$ cat src/rtl/mc_processor.sv
// Multicycle 16-bit datapath: 8x16 register file, 32x25 data memory, shared bus,
// one-hot control FSM. Runs one 25-bit instruction per new_func request level.
module mc_processor #(
    parameter int MEM_DEPTH = 32
) (
    input  logic        clk,
    input  logic        rst_n,
    input  logic [24:0] func,
    input  logic        new_func,
    output logic [4:0]  cur_state,
    output logic [15:0] bus,
    output logic [15:0] data,
    output logic [19:0] ous,
    output logic [24:0] mem_out,
    input  logic [2:0]  reg_dis,
    output logic [15:0] reg_val
);

    localparam int AW = $clog2(MEM_DEPTH);

    typedef enum logic [4:0] {
        IDLE   = 5'b00001,
        DECODE = 5'b00010,
        EXEC1  = 5'b00100,
        EXEC2  = 5'b01000,
        DONE   = 5'b10000
    } state_t;

    localparam logic [2:0] OP_LOAD  = 3'b000;
    localparam logic [2:0] OP_STORE = 3'b001;
    localparam logic [2:0] OP_LDI   = 3'b010;
    localparam logic [2:0] OP_ADD   = 3'b011;
    localparam logic [2:0] OP_SUB   = 3'b100;
    localparam logic [2:0] OP_MOV   = 3'b101;
    localparam logic [2:0] OP_DISP  = 3'b110;

    state_t        state;
    logic [24:0]   ir;
    logic [AW-1:0] mar;
    logic [15:0]   mdr;
    logic [15:0]   out_reg;
    logic [15:0]   regs [8];
    logic [24:0]   mem  [MEM_DEPTH];

    logic [2:0]  op;
    logic [2:0]  rx;
    logic [2:0]  ry;
    logic [15:0] imm;
    logic [15:0] sum;
    logic [15:0] diff;

    assign op   = ir[24:22];
    assign rx   = ir[21:19];
    assign ry   = ir[18:16];
    assign imm  = ir[15:0];
    assign sum  = regs[rx] + regs[ry];
    assign diff = regs[rx] - regs[ry];

    always_ff @(posedge clk or negedge rst_n) begin
        if (!rst_n) begin
            state   <= IDLE;
            ir      <= '0;
            mar     <= '0;
            mdr     <= '0;
            out_reg <= '0;
            for (int i = 0; i < 8; i++) regs[i] <= '0;
        end else begin
            case (state)
                IDLE: begin
                    if (new_func) begin
                        ir    <= func;
                        state <= DECODE;
                    end
                end
                DECODE: begin
                    mar   <= ir[AW-1:0];
                    state <= EXEC1;
                end
                EXEC1: begin
                    if (op == OP_LOAD) mdr <= mem_out[15:0];
                    state <= EXEC2;
                end
                EXEC2: begin
                    case (op)
                        OP_LOAD: regs[rx] <= mdr;
                        OP_LDI:  regs[rx] <= imm;
                        OP_ADD:  regs[rx] <= sum;
                        OP_SUB:  regs[rx] <= diff;
                        OP_MOV:  regs[rx] <= regs[ry];
                        OP_DISP: out_reg  <= regs[rx];
                        default: ;
                    endcase
                    state <= DONE;
                end
                DONE: begin
                    // Hold until the request level drops so one request runs one instruction.
                    if (!new_func) state <= IDLE;
                end
                default: state <= IDLE;
            endcase
        end
    end

    // Memory is deliberately left out of reset so stored words survive an abort.
    always_ff @(posedge clk) begin
        if (state == EXEC1 && op == OP_STORE) mem[mar] <= {9'b0, regs[rx]};
    end

    always_comb begin
        bus = '0;
        case (state)
            DECODE: bus = imm;
            EXEC1: begin
                case (op)
                    OP_LOAD:                bus = mem_out[15:0];
                    OP_STORE, OP_DISP:      bus = regs[rx];
                    OP_LDI:                 bus = imm;
                    OP_ADD, OP_SUB, OP_MOV: bus = regs[ry];
                    default:                bus = '0;
                endcase
            end
            EXEC2: begin
                case (op)
                    OP_LOAD:           bus = mdr;
                    OP_STORE, OP_DISP: bus = regs[rx];
                    OP_LDI:            bus = imm;
                    OP_ADD:            bus = sum;
                    OP_SUB:            bus = diff;
                    OP_MOV:            bus = regs[ry];
                    default:           bus = '0;
                endcase
            end
            default: bus = '0;
        endcase
    end

    assign cur_state = state;
    assign data      = mdr;
    assign ous       = {1'b0, op, out_reg};
    assign mem_out   = mem[mar];
    assign reg_val   = regs[reg_dis];

endmodule

$ cat config.mk
export PLATFORM = sky130hd
export DESIGN_NAME = mc_processor
export DESIGN_NICKNAME = d
export VERILOG_FILES = /design/src/rtl/mc_processor.sv
export SDC_FILE = /design/constraint.sdc
export NUM_CORES = 1
export LEC_CHECK = 0
export CAP_MARGIN = 10
export CELL_PAD_IN_SITES_DETAIL_PLACEMENT = 0
export CELL_PAD_IN_SITES_GLOBAL_PLACEMENT = 1
export CORE_MARGIN = 2
export CORE_UTILIZATION = 53
export CTS_BUF_LIST = sky130_fd_sc_hd__clkbuf_4 sky130_fd_sc_hd__clkbuf_8
export CTS_CLUSTER_DIAMETER = 200
export DETAILED_ROUTE_END_ITERATION = 10
export PLACE_DENSITY = 0.85
export SLEW_MARGIN = 25
export SYNTH_ARGS = -nofsm -noshare
export SYNTH_HDL_FRONTEND = slang
export SYNTH_SLANG_ARGS = --single-unit
$ cat constraint.sdc
create_clock -name clk -period 7.1 [get_ports clk]
set_input_delay 1.775 -clock clk [delete_from_list [all_inputs] [get_ports clk]]
set_output_delay 1.775 -clock clk [all_outputs]
set_load 0.02 [all_outputs]
==> metrics.md <==
| Metric | Value |
|---|---|
| Synth warnings | `0` |
| Final setup violating endpoints | `0` |
| Fmax | `~0.14 GHz` |
| Starting DRT DRC Count | `between 2000 and 3000` |
| Synth Instances | `around 2200` |
| Clk_lat worst skew | `0.76 ns` |
| CP Cell Sequence | `nor2b_1, nor2b_1, buf_4, a222oi_1, nand4_1, ha_1, or4_1, a21o_1, a31oi_2, o21bai_1, and4_1, o21ai_0, or4b_1, dlygate4sd2_1` |
| Vias in the first global route | `21879` |
| Initial Utilization | `0.537` |
| First-pass GRT wire length | `between 100 and 150 mm` |
| Crit share post-route | `0.998` |
| EDFF count, synth | `around 500` |
| Critical Path AT | `approximately 5.3 ns` |
| TritonCTS clock tree | `done` |
| Critical path's most frequent cell | `nor2b_1` |
| Clock Skew | `between 0.04 and 0.05 ns` |
| Main synth FF type | `edfxtp_1` |
| CTS root buf | `clkbuf_8` |
| Most frequent cells in the layout | `edfxtp_1 (512), nand2_1 (292), mux4_2 (193)` |
| I/O Buffers | `~120` |
| Clock sinks | `roughly 700` |
| Top post-synthesis cells by area | `edfxtp_1 (47%), dfrtp_1 (15%), mux4_2 (13%)` |
| Antenna Nets Post-Route | `0` |
| Max-cap viol count | `0` |
| CTS HTree Levels | `3` |
| Number of fill cells | `around 4400` |
| Die area | `between 60000 and 70000 sq um` |
| Clk buf depth | `3` |
| Final hold vios | `0` |
| Max rail drop VDD | `about 0.21 mV` |
| Synth cell types | `between 80 and 90` |
| CTS Buf Count | `110` |
| Setup CP Type | `register to output port` |
| Post-synthesis sequential area ratio | `0.622` |
| Placer Congestion | `about 1` |
| CORE AREA | `between 60000 and 70000 sq um` |
| DRC Markers | `0` |
| Leakage | `0.0147 uW` |
| Flops & latches, synth | `707` |
| # nets final | `2542` |
| Die Span Y | `between 200 and 300 um` |
| CP Launch Type | `register` |
| Num rows | `90` |
| Num ports | `between 100 and 150` |
| Initial antenna violation count | `8` |
| WP data required | `roughly 5.3 ns` |
| Post-route cell area | `between 30000 and 40000 sq um` |
| Period minus WS final | `just over 7 ns` |
| Post-Route WL | `just over 100 mm` |
| CTS clk-pin slew, worst paths | `~0.060 ns` |
| Max incr delay on CP | `0.62 ns` |
| Power after layout | `between 10000 and 15000 uW` |
| Buf/Inv on CP | `2` |
| Grt total ovfl | `0` |
| Pwr dens | `around 340 nW/um^2` |
| Fin cells | `3354` |
| Crit path max-delay cell type | `or4_1` |
| CP endpoint kind | `output port` |
| Mean Syn Cell Area | `14.5 sq um` |
| Slew HR | `0.282` |
| TritonRoute pass-1 iters | `6` |
| Outcome | `complete, no violations` |
| Area leader, netlist | `edfxtp_1` |
| RSZ-0062 raised after global routing | `yes` |
| Finished Core Util | `0.621` |
| Worst hold-check path type | `register to register` |
| Setup TNS | `0 ns` |
| Slew Viols, Final | `0` |
| Slew @ Worst Pin | `between 1 and 1.5 ns` |
| Yosys top cell area share | `0.472` |
| Hpwl dp | `about 69 mm` |
| Fraction of layout cells with a size suffix above 1 | `0.250` |
| DR WL/cell | `30.7 um` |
| Vias per cell | `roughly 6.6` |
| Dpl cells | `3141` |
| Total number of vias | `around 22000` |
| Placed Area | `approximately 35000 sq um` |
| Most common cell after layout, fill and taps aside | `edfxtp_1` |
| Die width | `252 um` |
| Cell family with most CP delay | `simple AND/OR/NAND/NOR gates` |
| Largest net degree at the start of global routing | `81` |
| Post-Syn Area | `~33000 sq um` |
| Worst Path Max Fanout | `8` |
| Async SR Flop Fraction | `0.276` |
| GRT Total Usage | `0.328` |
| Area added between synthesis and finish | `15.7%` |
==> synth_stat cells, types with 31 or more instances <==
cell,instances
edfxtp_1,512
nand2_1,299
dfrtp_1,194
mux4_2,193
o21ai_0,119
nor2_1,99
clkbuf_1,95
a21oi_1,71
a22oi_1,71
mux2_2,43
inv_1,39
a31oi_1,32
ha_1,31
==> power breakdown <==
part | switching [uW] | internal, uW | total [uW]
Clock | 1640 | 1820 | 3460
Sequential | 421 | 4710 | 5140
Combinational | 2700 | 1600 | 4300
==> worst register-to-register path: stages (launching register included) <==
cell,delay [ns]
dfrtp_2,0.46
nor2b_1,0.18
nor2b_1,0.16
buf_4,0.17
a222oi_1,0.36
nand4_1,0.31
buf_6,0.24
fa_1,0.46
a21o_1,0.20
a21o_1,0.24
a211o_1,0.35
nand3_1,0.12
a211oi_1,0.08
nand3b_1,0.27
a211oi_2,0.84
o31ai_1,0.22
==> routing by layer <==
layer,GRT usage,wire length [um],up-vias
li1,-,-,9286
met1,0.435,38600,11255
met2,0.524,48700,1374
met3,0.0650,9810,256
met4,0.163,5760,6
met5,0,34,-
==> final cells by class <==
type | instances | area, sq um | area share
clock buffers | 159 | 1940 | 0.0516
multi-input cells | 1349 | 11600 | 0.308
inverters | 41 | 154 | 0.00409
well taps | 782 | 978 | 0.0260
diodes | 4 | 10.0 | 0.000266
flip-flops and latches | 707 | 20300 | 0.538
repair buffers | 269 | 2400 | 0.0638
clock inverters | 43 | 292 | 0.00774
==> what timing repair did <==
| action | 4_1_cts | 5_1_grt |
|---|---|---|
| setup buffers | 1 | 6 |
| pin swaps | 2 | 7 |
| gates cloned | 0 | 0 |
| gates resized for setup | 25 | 19 |
| hold buffers | 0 | 0 |
| setup endpoints to repair | 9 | 10 |
==> path summary, 6_finish.rpt <==
path	slack [ns]	depth (start not counted)	startpoint	end
worst max register to register	2.28	15	ir[20]	register
worst min register to register	0.52	1	out_reg[14]	out_reg[14]
max in group asynchronous	4.83	2	rst_n	out_reg[10]
min in group asynchronous	1.01	1	rst_n	ir[22]
worst min-delay path	0.52	1	out_reg[14]	out_reg[14]
worst max-delay path	0.02	14	ir[20]	bus[11]
==> cells by family (layout without fill, tap and decap cells) <==
kind of cell               count (synthesis)  after routing  synth area share
muxes                                    262            262             0.157
AOI/OAI and AO/OA                        494            494             0.104
and+or+nand+nor                          539            539            0.0736
buffers and inverters                    199            512            0.0269
adders and majority gates                 33             33            0.0132
other                                      1             14          0.000115
xor gates and xnor gates                  11             11           0.00296
DFF                                      707            707             0.622
==> through the flow <==
step	hold slack [ns]	setup slack [ns]
finish	0.518	0.0174
global route	0.548	-0.0683
CTS	0.522	0.0114
detailed placement	0.504	0.454
global placement	0.492	0.433
floorplan	0.459	0.316
Note: power is estimated with default switching activity, not from simulation.
